--- config.mk ---
export PLATFORM = sky130hd
export DESIGN_NAME = zbt_point_loader
export DESIGN_NICKNAME = d
export VERILOG_FILES = /design/src/rtl/zbt_point_loader.sv
export SDC_FILE = /design/constraint.sdc
export NUM_CORES = 1
export LEC_CHECK = 0
export ABC_AREA = 1
export CORE_ASPECT_RATIO = 1.25
export CORE_MARGIN = 2
export CORE_UTILIZATION = 47
export CTS_CLUSTER_SIZE = 24
export DETAILED_ROUTE_END_ITERATION = 8
export PLACE_DENSITY_LB_ADDON = 0.1
export RECOVER_POWER = 100
export REMOVE_ABC_BUFFERS = 1
export SKIP_LAST_GASP = 1
export SYNTH_ARGS = -nofsm -noshare
export SYNTH_HDL_FRONTEND = slang
export SYNTH_SLANG_ARGS = --single-unit
--- constraint.sdc ---
create_clock -name clk -period 3.9 [get_ports clk]
set_input_delay 0.78 -clock clk [delete_from_list [all_inputs] [get_ports clk]]
set_output_delay 0.78 -clock clk [all_outputs]
set_load 0.005 [all_outputs]
--- src/rtl/zbt_point_loader.sv ---
// Purpose: writes the point table into ZBT SRAM on start, then hands the port to the renderer's reads.
// Latency: write data on the bus ZBT_LAT cycles after its address; rd_valid/rd_data ZBT_LAT cycles after rd_ack.
// Backpressure: rd_ack is 0 while loading or while a start is held, and the requester keeps rd_req up until it sees rd_ack.
// Optional readback check: define ZBT_VERIFY_EN to re-read and compare the table after each load.
// Read timing: zbt_rdata must carry the word for the address issued in cycle t by cycle t+ZBT_LAT-1.
// rd_data registers that word, and it appears together with rd_valid in cycle t+ZBT_LAT.
module zbt_point_loader #(
    parameter int          NUM_POINTS = 31,
    parameter logic [18:0] BASE_ADDR  = 19'h00000,
    parameter int          ZBT_LAT    = 2
) (
    input  logic        clk,
    input  logic        rst_n,
    input  logic        start,
    output logic [8:0]  point_index,
    input  logic [35:0] point_value,
    input  logic        rd_req,
    input  logic [18:0] rd_addr,
    output logic        rd_ack,
    output logic [35:0] rd_data,
    output logic        rd_valid,
    output logic [18:0] zbt_addr,
    output logic        zbt_we_b,
    output logic [35:0] zbt_wdata,
    output logic        zbt_oe,
    input  logic [35:0] zbt_rdata,
    output logic        busy,
    output logic        done,
    output logic        verify_err
);

    localparam logic [8:0] LAST_IDX = 9'(NUM_POINTS - 1);
    localparam logic [7:0] LAST_CNT = 8'(ZBT_LAT - 1);

    typedef enum logic [2:0] {
        S_IDLE,
        S_LOAD,
        S_DRAIN,
`ifdef ZBT_VERIFY_EN
        S_VERIFY,
        S_VWAIT,
`endif
        S_DONE,
        S_SERVE
    } state_t;

    state_t      state;
    state_t      next_state;
    logic [8:0]  idx;
    logic [7:0]  cnt;
    logic        start_pend;
    logic        serving;
    logic        outstanding;
    logic        load_go;
    logic        capture_en;
    logic        rd_tap;

    // data pipeline: stage 1 takes the table word, stage ZBT_LAT drives the bus
    logic [35:0]      pdat [1:ZBT_LAT];
    logic [ZBT_LAT:1] wr_pipe;
    logic [ZBT_LAT:1] rv_pipe;

    assign point_index = idx;
    assign zbt_wdata   = pdat[ZBT_LAT];
    assign zbt_oe      = wr_pipe[ZBT_LAT];
    assign rd_valid    = rv_pipe[ZBT_LAT];
    assign serving     = (state == S_IDLE) || (state == S_SERVE);
    // a start (fresh or held) launches the load only once no renderer read is still in flight
    assign load_go     = serving && (start || start_pend) && !outstanding;

`ifdef ZBT_VERIFY_EN
    assign capture_en = (state == S_LOAD) || (state == S_VERIFY);
`else
    assign capture_en = (state == S_LOAD);
`endif

    // a read is in flight while its ack bit sits in any stage before rd_valid
    always_comb begin
        outstanding = 1'b0;
        for (int k = 1; k < ZBT_LAT; k++) begin
            outstanding = outstanding | rv_pipe[k];
        end
    end

    // state register
    always_ff @(posedge clk or negedge rst_n) begin
        if (!rst_n) begin
            state <= S_IDLE;
        end else begin
            state <= next_state;
        end
    end

    // next-state logic
    always_comb begin
        next_state = state;
        case (state)
            S_IDLE, S_SERVE: if (load_go) next_state = S_LOAD;
            S_LOAD:          if (idx == LAST_IDX) next_state = S_DRAIN;
`ifdef ZBT_VERIFY_EN
            S_DRAIN:         if (cnt == LAST_CNT) next_state = S_VERIFY;
            S_VERIFY:        if (idx == LAST_IDX) next_state = S_VWAIT;
            S_VWAIT:         if (cnt == LAST_CNT) next_state = S_DONE;
`else
            S_DRAIN:         if (cnt == LAST_CNT) next_state = S_DONE;
`endif
            S_DONE:          next_state = S_SERVE;
            default:         next_state = S_IDLE;
        endcase
    end

    // output decode: port ownership, write strobe and status
    always_comb begin
        zbt_we_b = 1'b1;
        zbt_addr = '0;
        rd_ack   = 1'b0;
        busy     = 1'b0;
        done     = 1'b0;
        case (state)
            S_IDLE, S_SERVE: begin
                if (rd_req && !start && !start_pend) begin
                    rd_ack   = 1'b1;
                    zbt_addr = rd_addr;
                end
            end
            S_LOAD: begin
                zbt_we_b = 1'b0;
                zbt_addr = BASE_ADDR + {10'd0, idx};
                busy     = 1'b1;
            end
            S_DRAIN: busy = 1'b1;
`ifdef ZBT_VERIFY_EN
            S_VERIFY: begin
                zbt_addr = BASE_ADDR + {10'd0, idx};
                busy     = 1'b1;
            end
            S_VWAIT: busy = 1'b1;
`endif
            S_DONE: begin
                busy = 1'b1;
                done = 1'b1;
            end
            default: ;
        endcase
    end

    // table index, drain counter and held start request
    always_ff @(posedge clk or negedge rst_n) begin
        if (!rst_n) begin
            idx        <= '0;
            cnt        <= '0;
            start_pend <= 1'b0;
        end else begin
            if (next_state != state) begin
                cnt <= '0;
            end else if (state != S_IDLE && state != S_SERVE) begin
                cnt <= cnt + 8'd1;
            end

            if (load_go) begin
                idx <= '0;
`ifdef ZBT_VERIFY_EN
            end else if (state == S_DRAIN && next_state == S_VERIFY) begin
                idx <= '0;
`endif
            end else if (capture_en && idx != LAST_IDX) begin
                idx <= idx + 9'd1;
            end

            if (load_go) begin
                start_pend <= 1'b0;
            end else if (serving && start) begin
                start_pend <= 1'b1;
            end
        end
    end

    // write-data and read-ack delay lines; reset flushes anything still headed for the bus
    always_ff @(posedge clk or negedge rst_n) begin
        if (!rst_n) begin
            for (int k = 1; k <= ZBT_LAT; k++) begin
                pdat[k] <= '0;
            end
            wr_pipe <= '0;
            rv_pipe <= '0;
        end else begin
            pdat[1]    <= capture_en ? point_value : 36'd0;
            wr_pipe[1] <= (state == S_LOAD);
            rv_pipe[1] <= rd_ack;
            for (int k = 2; k <= ZBT_LAT; k++) begin
                pdat[k]    <= pdat[k-1];
                wr_pipe[k] <= wr_pipe[k-1];
                rv_pipe[k] <= rv_pipe[k-1];
            end
        end
    end

`ifdef ZBT_VERIFY_EN
    logic [ZBT_LAT:1] chk_pipe;
    logic             cmp_chk;
    logic [35:0]      cmp_dat;
`endif

    // tap of the delay lines one stage before the end, where returning read words are captured
    generate
        if (ZBT_LAT == 1) begin : g_tap_first
            assign rd_tap = rd_ack;
`ifdef ZBT_VERIFY_EN
            assign cmp_chk = (state == S_VERIFY);
            assign cmp_dat = point_value;
`endif
        end else begin : g_tap_pipe
            assign rd_tap = rv_pipe[ZBT_LAT-1];
`ifdef ZBT_VERIFY_EN
            assign cmp_chk = chk_pipe[ZBT_LAT-1];
            assign cmp_dat = pdat[ZBT_LAT-1];
`endif
        end
    endgenerate

    // capture returned read data for the renderer
    always_ff @(posedge clk or negedge rst_n) begin
        if (!rst_n) begin
            rd_data <= '0;
        end else if (rd_tap) begin
            rd_data <= zbt_rdata;
        end
    end

`ifdef ZBT_VERIFY_EN
    // readback marker travels alongside the expected word
    always_ff @(posedge clk or negedge rst_n) begin
        if (!rst_n) begin
            chk_pipe <= '0;
        end else begin
            chk_pipe[1] <= (state == S_VERIFY);
            for (int k = 2; k <= ZBT_LAT; k++) begin
                chk_pipe[k] <= chk_pipe[k-1];
            end
        end
    end

    // sticky mismatch flag, cleared when a new load begins
    always_ff @(posedge clk or negedge rst_n) begin
        if (!rst_n) begin
            verify_err <= 1'b0;
        end else if (load_go) begin
            verify_err <= 1'b0;
        end else if (cmp_chk && (zbt_rdata != cmp_dat)) begin
            verify_err <= 1'b1;
        end
    end
`else
    assign verify_err = 1'b0;
`endif

endmodule

==> impl_results.md <==
- Setup slack after layout: 0.452 ns
- Max Transition Viols Final: 117
- Final setup fails: 0
- DR vias/cell: 4.61
- RSZ-0062 raised after global routing: false
- Chip Height: 121 um
- Pre-Repair DR Iteration Count: 4
- # rows: 42
- Mapped Cells: 541
- Final hold vios: 0
- Clock buffer depth: 2
- DP Worst Slack: 0.611 ns
- CTS tree: built
- NetSw: 1480 uW
- GRT Util Overall: 21.2%
- PD cells: 691 nW/um^2
- Vias post-DR: 3,958
- I/O Buffers: 200
- Outcome: finished with violations
- Seq pwr share: 38.8%
- CP Max Fanout: 45
- Drt initial violations: 122
- Number of global-route vias before repair: 4,140
- Most frequent cells in the layout: nand2_1, dfrtp_1, dlygate4sd3_1, clkdlybuf4s50_1, inv_1
- Die Wd: 97.9 um
- Routed Antenna Nets: 0
- Min-Delay Path Depth: 0
- Reg2reg path depth: 7
- Clock skew: 0.00676 ns
- Routed len/inst: 14.0 um
- Multi-input logic area: 1200 sq um
- Die area: 11,900 sq um
- Critical Path End Type: primary output
- First-pass GRT wire length: 19,500 um
- Leakage power: 0.00389 uW
- Mean post-synth cell area: 9.58 sq um
- Largest net degree at the start of global routing: 117
- Final net count: 812
- Max-cap viol count: 1
- Post-synthesis sequential area ratio: 64.2%
- Initial Utilization: 48.6%
- Initial antenna violation count: 0
- Most common cell after layout, fill and taps aside: nand2_1
- Synthesized flop and latch total: 133
- CP Data Arrival Time: 2.67 ns
- Register area: 3330 sq um
- GP Congestion: 0.847
- Relative slew slack: -84.2%
- Post-CTS Resized: 0
- Maximum VDD drop: 315 uV
- Synthesis-to-finish area growth: 47.8%
- Core ar.: 10,700 sq um
- Root buf cell: clkbuf_16
- CTS H-tree lvls: 4
- Worst slew pin tran: 2.76 ns
- Required time of the critical path: 3.12 ns
- Share of layout cells above drive strength 1: 6.34%
- Final Cycle Share: 88.4%
- Clk slew on worst S/H paths: 0.06 ns
- # Post-CTS Setup Buffers: 0
- Clk_lat worst skew: 0.41 ns
- Hold Crit Endpoint: zbt_wdata[27]
- GRT overflow: 0
- R2R setup slack: 1.09 ns
- CTS sink cnt: 133
- CP Class: flop to primary output
- Post-Syn Area: 5180 sq um
- Worst hold path type: flop to flop
- Cts bufs inserted: 17
- Reg2reg start: rv_pipe[1]
- Dpl hpwl: 8400 um
- Fmax: 0.290 GHz
- Drt drc: 0
- Antenna cell count: 0
- CTS Hold Bufs: 0
- Worst R2R End: cnt[0]
- Yosys cell types: 26
- Final WL: 12,000 um
- Pint: 3810 uW
- Violated checks: max-capacitance violations, max-slew violations
- Hold path start: pdat[63]
- Min cycle time layout: 3.45 ns
- YS warnings: 0
- Fin Setup TNS: 0 ns
- Fillers: 813
- Clock network power share: 33.2%
- CP startpoint kind: flop
- Net Sw Frac: 28.0%
- Comb power frac: 28.0%
- I/O pin count: 202
## how the worst max path moves through the flow
| stage | from | to | slack [ns] |
|---|---|---|---|
| after floorplan | start | zbt_addr[0] | 1.47 |
| after global placement | start | zbt_addr[8] | 0.64 |
| after detailed placement | start | zbt_addr[3] | 0.61 |
| after CTS | start | zbt_addr[3] | 0.60 |
| after global routing | state[2] | zbt_addr[0] | 0.24 |
| final | state[2] | zbt_addr[0] | 0.45 |
## logic make-up after synthesis
group	Yosys count	share of synthesized area (%)
flip-flops	133	64.2
XOR/XNOR	4	0.676
adder cells (fa/ha/maj)	4	0.966
buffers and inverters	126	12.0
AO/OA/AOI/OAI	27	2.82
other	1	0.0724
AND/OR/NAND/NOR	246	19.2
## stage by stage
step	util (%)	hold WS [ns]	power (uW)	instance area [sq um]	std cells
5_1_grt	71.8	0.350	5610	7660	858
3_5_place_dp	66.0	0.335	3750	7040	826
3_3_place_gp	66.0	0.332	3680	7040	826
2_1_floorplan	-	0.331	2650	4850	491
4_1_cts	72.2	0.341	5540	7700	858
6_report	71.8	0.340	5290	7660	858
## critical path, cell delays in order (launching register included)
cell and delay, ns:
dfrtp_1 0.42, inv_1 0.10, nand2_1 0.09, nor2_1 0.36, inv_2 0.42, o21ai_0 0.26
dlygate4sd3_1 0.60
## cell usage after synthesis
library cell / number / area, sq um
nor2_1: 68 / 255
a21oi_1: 5 / 25.0
clkinv_1: 1 / 3.75
nand3_2: 2 / 20.0
inv_1: 70 / 263
buf_4: 38 / 285
a21oi_2: 1 / 8.76
buf_2: 5 / 25.0
a21boi_2: 1 / 11.3
dfrtp_1: 133 / 3330
buf_1: 3 / 11.3
clkbuf_1: 4 / 15.0
nor2_2: 2 / 12.5
inv_2: 5 / 18.8
nand4_1: 5 / 31.3
nand3_1: 9 / 45.0
o22ai_1: 1 / 6.26
nand2_4: 1 / 11.3
nor2_4: 2 / 22.5
ha_1: 4 / 50.1
nand2_2: 4 / 25.0
o21ai_0: 16 / 80.1
xor2_1: 4 / 35.0
o21ai_1: 3 / 15.0
conb_1: 1 / 3.75
nand2_1: 153 / 574
## power groups by stage
| stage | clock, uW | combinational, uW | sequential, uW |
|---|---|---|---|
| after global placement | 0 | 1620 | 2060 |
| after CTS | 1790 | 1670 | 2080 |
| after global routing | 1850 | 1650 | 2120 |
| after detailed placement | 0 | 1660 | 2090 |
| after floorplan | 0 | 553 | 2100 |
| final | 1760 | 1480 | 2050 |
## metal layers
metal	wire, um	global-route usage (%)	vias up
met2	6510	38.9	148
met1	4410	22.9	1886
met5	0	0	-
met3	908	7.03	12
li1	-	-	1912
met4	166	6.77	0
## sequential cells by signal (all words and copies together), names as in the netlist
signal / flops
cnt: 8
pdat: 36
point_index: 9
rd_data: 36
rv_pipe: 2
start_pend: 1
state: 3
wr_pipe: 2
zbt_wdata: 36
## area by class of cell
type | instances | area share (%)
Multi-Input combinational cell | 282 | 15.7
Clock buffer | 20 | 6.09
Timing Repair Buffer | 203 | 26.3
Sequential cell | 133 | 43.5
Clock inverter | 12 | 2.60
Inverter | 76 | 3.73
Tap cell | 132 | 2.16
Note: power is estimated with default switching activity, not from simulation.
